`config.mk`:
```
export PLATFORM = sky130hd
export DESIGN_NAME = md_multitap
export DESIGN_NICKNAME = d
export VERILOG_FILES = /design/src/rtl/md_tap_pkg.sv /design/src/rtl/md_tap_handshake.sv /design/src/rtl/md_multitap.sv
export SDC_FILE = /design/constraint.sdc
export NUM_CORES = 1
export LEC_CHECK = 0
export CAP_MARGIN = 20
export CORE_ASPECT_RATIO = 1.25
export CORE_MARGIN = 3
export CORE_UTILIZATION = 30
export DETAILED_ROUTE_END_ITERATION = 7
export GPL_TIMING_DRIVEN = 0
export PLACE_DENSITY = 0.46
export SLEW_MARGIN = 0
export SYNTH_ARGS = -nofsm -noshare
export SYNTH_HDL_FRONTEND = slang
export SYNTH_SLANG_ARGS = --single-unit
```
`constraint.sdc`:
```
create_clock -name clk -period 6.6 [get_ports clk]
set_input_delay 1.98 -clock clk [delete_from_list [all_inputs] [get_ports clk]]
set_output_delay 1.98 -clock clk [all_outputs]
set_load 0.05 [all_outputs]
```
`src/rtl/md_tap_pkg.sv`:
```
// Shared types and constants for the Mega Drive multitap responder.
package md_tap_pkg;

  typedef enum logic [2:0] {
    ST_IDLE,
    ST_HEADER,
    ST_TYPES,
    ST_DATA,
    ST_END
  } tapState_e;

  localparam int NUM_PADS  = 4;
  localparam int PAD_W     = 12;
  localparam int ACK_CNT_W = 8;

  // Pad type field encodings on PAD_TYPE
  localparam logic [1:0] PT_BTN3 = 2'b01;
  localparam logic [1:0] PT_BTN6 = 2'b10;

  // Type nibbles reported to the host
  localparam logic [3:0] TYPE_NONE = 4'hF;
  localparam logic [3:0] TYPE_BTN3 = 4'h0;
  localparam logic [3:0] TYPE_BTN6 = 4'h1;

  // Fixed nibbles of the protocol
  localparam logic [3:0] NIB_IDLE     = 4'h3;
  localparam logic [3:0] NIB_END      = 4'hF;
  localparam logic [3:0] NIB_HDR_ZERO = 4'h0;

  // Sequence index landmarks
  localparam logic [4:0] IDX_FIRST_TYPE = 5'd3;
  localparam logic [4:0] IDX_FIRST_DATA = 5'd7;
  localparam logic [4:0] IDX_MAX        = 5'd31;

  // Bit positions inside one 12-bit pad word
  localparam int BIT_UP    = 0;
  localparam int BIT_DOWN  = 1;
  localparam int BIT_LEFT  = 2;
  localparam int BIT_RIGHT = 3;
  localparam int BIT_A     = 4;
  localparam int BIT_B     = 5;
  localparam int BIT_C     = 6;
  localparam int BIT_START = 7;
  localparam int BIT_MODE  = 8;
  localparam int BIT_X     = 9;
  localparam int BIT_Y     = 10;
  localparam int BIT_Z     = 11;

  function automatic logic [3:0] typeCode(input logic [1:0] pt);
    case (pt)
      PT_BTN3: return TYPE_BTN3;
      PT_BTN6: return TYPE_BTN6;
      default: return TYPE_NONE;
    endcase
  endfunction

  // Buttons are active-high on the pads but reported active-low to the host
  function automatic logic [3:0] padNibble(input logic [PAD_W-1:0] pad, input logic [1:0] sel);
    case (sel)
      2'd0:    return ~{pad[BIT_RIGHT], pad[BIT_LEFT], pad[BIT_DOWN], pad[BIT_UP]};
      2'd1:    return ~{pad[BIT_START], pad[BIT_A], pad[BIT_C], pad[BIT_B]};
      default: return ~{pad[BIT_MODE], pad[BIT_X], pad[BIT_Y], pad[BIT_Z]};
    endcase
  endfunction

endpackage

```
`src/rtl/md_tap_handshake.sv`:
```
// TH/TR synchronizers, edge detection, acknowledge delay and idle timeout.
module md_tap_handshake
  import md_tap_pkg::*;
#(
  parameter int ACK_DLY = 8,
  parameter int TIMEOUT = 81200
) (
  input  logic clk,
  input  logic reset,
  input  logic enable_i,
  input  logic th_i,
  input  logic tr_i,
  output logic tr_level_o,
  output logic th_fall,
  output logic th_rise,
  output logic tr_edge,
  output logic ack_fire,
  output logic timeout
);

  localparam int TO_W = $clog2(TIMEOUT + 1);

  logic [1:0]           thSync_q, trSync_q;
  logic                 thPrev_q, trPrev_q;
  logic [ACK_CNT_W-1:0] ackCnt_q, ackCnt_d;
  logic [TO_W-1:0]      toCnt_q, toCnt_d;
  logic                 cancel;

  assign tr_level_o = trSync_q[1];
  assign th_fall    = thPrev_q & ~thSync_q[1];
  assign th_rise    = ~thPrev_q & thSync_q[1];
  assign tr_edge    = trPrev_q ^ trSync_q[1];

  // Any TH transition or disabling abandons a pending acknowledge
  assign cancel = th_fall | th_rise | ~enable_i;

  // A one-cycle delay acknowledges in the edge cycle itself; longer delays count down to 1
  assign ack_fire = (ACK_DLY == 1) ? (tr_edge & ~cancel)
                                   : (~cancel & ~tr_edge & (ackCnt_q == ACK_CNT_W'(1)));

  assign timeout = enable_i & ~thSync_q[1] & ~tr_edge & (toCnt_q == TO_W'(TIMEOUT - 1));

  // Ack delay restarts on every TR edge and counts down to zero
  always_comb begin
    ackCnt_d = ackCnt_q;
    if (cancel) begin
      ackCnt_d = '0;
    end else if (tr_edge) begin
      ackCnt_d = ACK_CNT_W'(ACK_DLY - 1);
    end else if (ackCnt_q != '0) begin
      ackCnt_d = ackCnt_q - ACK_CNT_W'(1);
    end
  end

  // Idle timer runs only while TH is low and saturates so it fires once
  always_comb begin
    toCnt_d = toCnt_q;
    if (!enable_i || thSync_q[1] || tr_edge || th_fall) begin
      toCnt_d = '0;
    end else if (toCnt_q != TO_W'(TIMEOUT)) begin
      toCnt_d = toCnt_q + TO_W'(1);
    end
  end

  // Synchronizer, edge history and counter registers
  always_ff @(posedge clk) begin
    if (reset) begin
      thSync_q <= 2'b11;
      trSync_q <= 2'b11;
      thPrev_q <= 1'b1;
      trPrev_q <= 1'b1;
      ackCnt_q <= '0;
      toCnt_q  <= '0;
    end else begin
      thSync_q <= {thSync_q[0], th_i};
      trSync_q <= {trSync_q[0], tr_i};
      thPrev_q <= thSync_q[1];
      trPrev_q <= trSync_q[1];
      ackCnt_q <= ackCnt_d;
      toCnt_q  <= toCnt_d;
    end
  end

endmodule

```
`src/rtl/md_multitap.sv`:
```
// Four-pad Mega Drive multitap: sequence FSM, pad snapshot and nibble mux.
module md_multitap
  import md_tap_pkg::*;
#(
  parameter int ACK_DLY = 8,
  parameter int TIMEOUT = 81200
) (
  input  logic        clk,
  input  logic        reset,
  input  logic        ENABLE,
  input  logic [47:0] PAD,
  input  logic [7:0]  PAD_TYPE,
  input  logic [6:0]  port_in,
  input  logic [6:0]  port_dir,
  output logic [6:0]  port_out
);

  tapState_e   state_q, nextState;
  logic [3:0]  nibble_q, nextNib;
  logic        tl_q;
  logic [4:0]  index_q, idxEff;
  logic [47:0] padSnap_q;
  logic [7:0]  typeSnap_q;

  logic        thIn, trIn;
  logic        trLevel, th_fall, th_rise, tr_edge, ack_fire, timeout;
  logic [4:0]  dataIdx, dataPos;
  logic        dataHit;
  logic [3:0]  dataNib;
  logic [1:0]  typeSel;
  logic [6:0]  drv;

  // A pin the device drives cannot be a host input, so it reads as high
  assign thIn = port_dir[6] ? 1'b1 : port_in[6];
  assign trIn = port_dir[5] ? 1'b1 : port_in[5];

  md_tap_handshake #(
    .ACK_DLY (ACK_DLY),
    .TIMEOUT (TIMEOUT)
  ) u_handshake (
    .clk        (clk),
    .reset      (reset),
    .enable_i   (ENABLE),
    .th_i       (thIn),
    .tr_i       (trIn),
    .tr_level_o (trLevel),
    .th_fall    (th_fall),
    .th_rise    (th_rise),
    .tr_edge    (tr_edge),
    .ack_fire   (ack_fire),
    .timeout    (timeout)
  );

  // Pick the nibble for the index the next acknowledge will present
  always_comb begin
    idxEff = index_q;
    if (tr_edge && index_q != IDX_MAX) begin
      idxEff = index_q + 5'd1;
    end
    dataIdx = idxEff - IDX_FIRST_DATA;
    dataPos = '0;
    dataHit = 1'b0;
    dataNib = NIB_END;
    for (int p = 0; p < NUM_PADS; p++) begin
      for (int j = 0; j < 3; j++) begin
        if ((typeSnap_q[2*p +: 2] == PT_BTN6) ||
            ((typeSnap_q[2*p +: 2] == PT_BTN3) && (j < 2))) begin
          if (dataPos == dataIdx) begin
            dataHit = 1'b1;
            dataNib = padNibble(padSnap_q[PAD_W*p +: PAD_W], 2'(j));
          end
          dataPos = dataPos + 5'd1;
        end
      end
    end
    typeSel = 2'(idxEff - IDX_FIRST_TYPE);
    if (idxEff == 5'd0) begin
      nextState = ST_HEADER;
      nextNib   = NIB_END;
    end else if (idxEff < IDX_FIRST_TYPE) begin
      nextState = ST_HEADER;
      nextNib   = NIB_HDR_ZERO;
    end else if (idxEff < IDX_FIRST_DATA) begin
      nextState = ST_TYPES;
      nextNib   = typeCode(typeSnap_q[2*typeSel +: 2]);
    end else if (dataHit) begin
      nextState = ST_DATA;
      nextNib   = dataNib;
    end else begin
      nextState = ST_END;
      nextNib   = NIB_END;
    end
  end

  // Sequence FSM with registered nibble and TL outputs
  always_ff @(posedge clk) begin
    if (reset) begin
      state_q    <= ST_IDLE;
      nibble_q   <= NIB_IDLE;
      tl_q       <= 1'b1;
      index_q    <= '0;
      padSnap_q  <= '0;
      typeSnap_q <= '0;
    end else if (!ENABLE) begin
      state_q  <= ST_IDLE;
      nibble_q <= NIB_IDLE;
      tl_q     <= 1'b1;
    end else if (th_fall) begin
      state_q    <= ST_HEADER;
      nibble_q   <= NIB_END;
      tl_q       <= trLevel;
      index_q    <= '0;
      padSnap_q  <= PAD;
      typeSnap_q <= PAD_TYPE;
    end else if (th_rise || timeout) begin
      state_q  <= ST_IDLE;
      nibble_q <= NIB_IDLE;
      tl_q     <= 1'b1;
    end else begin
      if (tr_edge) begin
        index_q <= idxEff;
      end
      if (ack_fire && state_q != ST_IDLE) begin
        state_q  <= nextState;
        nibble_q <= nextNib;
        tl_q     <= trLevel;
      end
    end
  end

  assign drv      = ENABLE ? {2'b11, tl_q, nibble_q} : 7'h7F;
  assign port_out = (~port_dir & port_in) | (port_dir & drv);

endmodule

```
==> impl_metrics.csv <==
group,metric,value,unit
critical_path,startpoint_type,"flop",
placement,detailed_place_hpwl,15060,um
final_layout,final_common_cell,"nand2_1",
pwr,irDropWorstVdd,0.0001190,V
pwr,power.leakage,2.909,nW
sta,maxSlewViolCount,0,
critical_path,critPathSlowestCell,"or4b_4",
drt,ant_nets,0,
final_layout,nets,1042,
synth,syn-num-nets,942,
synth,ys.flop_type,"dfxtp_1",
floorplanning,die-area,23480,sq um
synth,synth_top_area_frac,0.3079,
placement,dp_slack,-689.4,ps
critical_path,crit_type,"flop to flop",
sta,hold_ws,429.7,ps
synth,synthDistinctLibCells,76,
clock_network,cts_buffer_depth,2,
drt,drtPass1Iterations,5,
clock_network,clk_pin_slew,70,ps
synth,avgSynthCellArea,7.703,sq um
final_layout,finalNonFillerCells,1223,
placement,gp_congestion,0.8339,
grt,grt_pass1_wl,30700,um
synth,ys_warn_count,0,
sta,finalSetupViolCount,0,
sta,finalHoldViolCount,0,
critical_path,slowest_delay,580,ps
drt,dr.first_iter.drc_count,319,
run_status,status,"complete, no violations",
final_layout,antenna_cells,0,
synth,synth-xor-area-share,0.1166,
pwr,power.density,185.7,nW/um^2
grt,grt_max_degree,17,
synth,synth_edf_count,0,
critical_path,crit_path_end_kind,"flop",
sta,maxSlewHeadroom,0.3090,
critical_path,worstPathRequired,6890,ps
pwr,switchingPower,0.4429,mW
synth,synth_top_family_by_area,"simple AND/OR/NAND/NOR gates",
synth,synthTopCellsByArea,"dfxtp_1 (31%), nand2_1 (8.7%), a21oi_1 (5.9%), xnor2_1 (5.0%), ha_1 (4.8%)",
sta,period_minus_slack,6368,ps
pwr,sw_frac_of_total,0.2903,
critical_path,cp.arrival,6650,ps
placement,portBuffers,79,
floorplanning,fp.coreArea,21040,sq um
synth,synth_compound_area_frac,0.1834,
synth,seq_area_frac_synth,0.3079,
sta,setup_ws,232.4,ps
floorplanning,num_io_pins,80,
clock_network,cts_root_buf,"clkbuf_16",
synth,synth-simple-area-share,0.2787,
clock_network,cts_hold_buf,0,
critical_path,path_max_fanout,10,
drt,wirelength,19430,um
synth,synth_mux_area_frac,0.02271,
synth,synth_area,6501,sq um
drt,drc,0,
floorplanning,rows,59,
synth,synth_top_area_cell,"dfxtp_1",
sta,fin_crit_sh,0.9648,
pwr,p_seq_frac,0.430,
pwr,power_frac_comb,0.214,
grt,antenna_found_initial,0,
synth,synth_seq_cells,100,
final_layout,layout_common_cells,"nand2_1 (150), dfxtp_1 (96), clkdlybuf4s50_1 (79)",
pwr,p_int,1.083,mW
final_layout,fillers,2245,
clock_network,clock_latency,360,ps
pwr,finalPower,1.525,mW
grt,grt_use_total,0.1667,
floorplanning,start_util,0.3090,
sta,fin_skew,6.603,ps
synth,syn-instance-count,844,
clock_network,cts_tree,"yes",
floorplanning,die_w,137.7,um
floorplanning,fp.dieH,170.6,um
clock_network,numCtsBuffers,9,
sta,worst_slew_pin_slew,1033,ps
placement,dp_cells,1197,
synth,synth_async_sr_flop_share,0,
final_layout,area_delta_synth_final,26.33,%
drt,wl_per_cell,15.88,um
drt,viasPerCell,5.042,
worst_hold_path,hold_path_class,"flop to flop",
sta,setup-tns-final,0,ps
grt,grt_remaining_overflow,0,
final_layout,drive_above_1_share,0.08325,
grt,grt_pass1_vias,5824,
clock_network,cts_sinks,100,
drt,vias,6166,
sta,fmax,0.1570,GHz
pwr,clkPwrFrac,0.356,
synth,synthAdderAreaFrac,0.04811,
clock_network,h-tree-depth,3,
run,cap_violations,0,
[critical path, delay by kind of cell (launching register included)]
family / cells / cell delay (ps)
mux: 1 / 270
fa+ha+maj: 7 / 1740
buf+inv: 5 / 610
xor+xnor: 4 / 690
simple gates: 10 / 1530
compound gates: 6 / 1090
flops: 1 / 370
[path summary, 6_finish.rpt]
path / depth (start not counted) / slack [ps] / start / end
worst max-delay path: 33 / 230 / typeSnap_q[0] / nibble_q[0]
worst min-delay path: 1 / 430 / u_handshake.thSync_q[0] / u_handshake.thSync_q[1]
worst max register to register: 33 / 230 / typeSnap_q[0] / nibble_q[0]
worst min register to register: 1 / 430 / u_handshake.thSync_q[0] / u_handshake.thSync_q[1]
[final cells by class]
| class | instances | area, sq um | share of cell area |
|---|---|---|---|
| Buffer | 42 | 175.2 | 0.02133 |
| Sequential cell | 100 | 2007 | 0.2444 |
| Tap cell | 274 | 342.8 | 0.04174 |
| Clock inverter | 5 | 61.31 | 0.007465 |
| Inverter | 31 | 118.9 | 0.01447 |
| Timing Repair Buffer | 89 | 882.1 | 0.1074 |
| Clock buffer | 11 | 232.7 | 0.02834 |
| Multi-Input combinational cell | 671 | 4393 | 0.5349 |
[power by group through the flow]
| stage | clock network (mW) | logic [mW] | registers, mW |
|---|---|---|---|
| floorplan | 0 | 0.224 | 0.663 |
| global placement | 0 | 0.321 | 0.669 |
| detailed placement | 0 | 0.318 | 0.670 |
| CTS | 0.563 | 0.322 | 0.656 |
| global route | 0.586 | 0.372 | 0.661 |
| finish | 0.543 | 0.327 | 0.656 |
[cell usage after synthesis, types with 3 or more instances]
cell type and instances:
ha_1 25, a31oi_1 10, buf_1 6, inv_1 30, nand4_1 16, o21a_1 5, nand3_1 18, a211o_1 6
a211oi_1 3, o21ai_1 4, xnor2_1 37, a311oi_1 5, nor4_1 5, nand2_1 151, o22ai_1 5, o21ai_0 25
nor4b_1 7, clkbuf_1 34, o211a_1 3, nor3_1 24, nor4bb_1 3, xnor3_1 5, o211ai_1 4, a31o_2 3
dfxtp_1 100, and4_1 4, nand3b_1 4, or2_2 8, nor2b_1 14, a21oi_1 76, xor2_1 33, nand4b_1 6
and3_1 9, nand2b_1 5, mux2i_1 8, a22oi_1 4, or3_1 9, nor2_1 71, and2_1 11
[metal layers]
metal / GRT usage / routed length, um / part of all wire
met5: 0 / 0 / 0
met4: 0.04644 / 317 / 0.016
met3: 0.02853 / 670 / 0.034
met2: 0.2734 / 9228 / 0.48
met1: 0.2252 / 9209 / 0.47
[flip-flops by register name, summed over array words and instances, names as in the netlist]
register              count
u_handshake.trPrev_q      1
u_handshake.trSync_q      2
tl_q                      1
u_handshake.thSync_q      2
u_handshake.toCnt_q      17
typeSnap_q                8
index_q                   5
state_q                   3
u_handshake.thPrev_q      1
u_handshake.ackCnt_q      8
nibble_q                  4
padSnap_q                48
[cells by family (layout without fill, tap and decap cells)]
kind of cell	after synthesis	after routing
AOI/OAI and AO/OA	183	183
xor gates and xnor gates	77	77
adders and majority gates	25	25
buffers and inverters	73	178
DFF	100	100
muxes	12	12
and+or+nand+nor	374	374
[per-stage QoR]
step / utilization / instance area, sq um
after floorplan: - / 6501
after global placement: 0.3629 / 7635
after detailed placement: 0.3629 / 7635
after CTS: 0.3829 / 8055
after global routing: 0.3904 / 8213
final: 0.3904 / 8213
[repair_timing]
item | in CTS | in global routing
buffers inserted | 3 | 7
endpoints found under the setup margin | 7 | 7
gates resized for setup | 22 | 22
pin swaps | 3 | 11
Power figures use the tool's default switching activity.
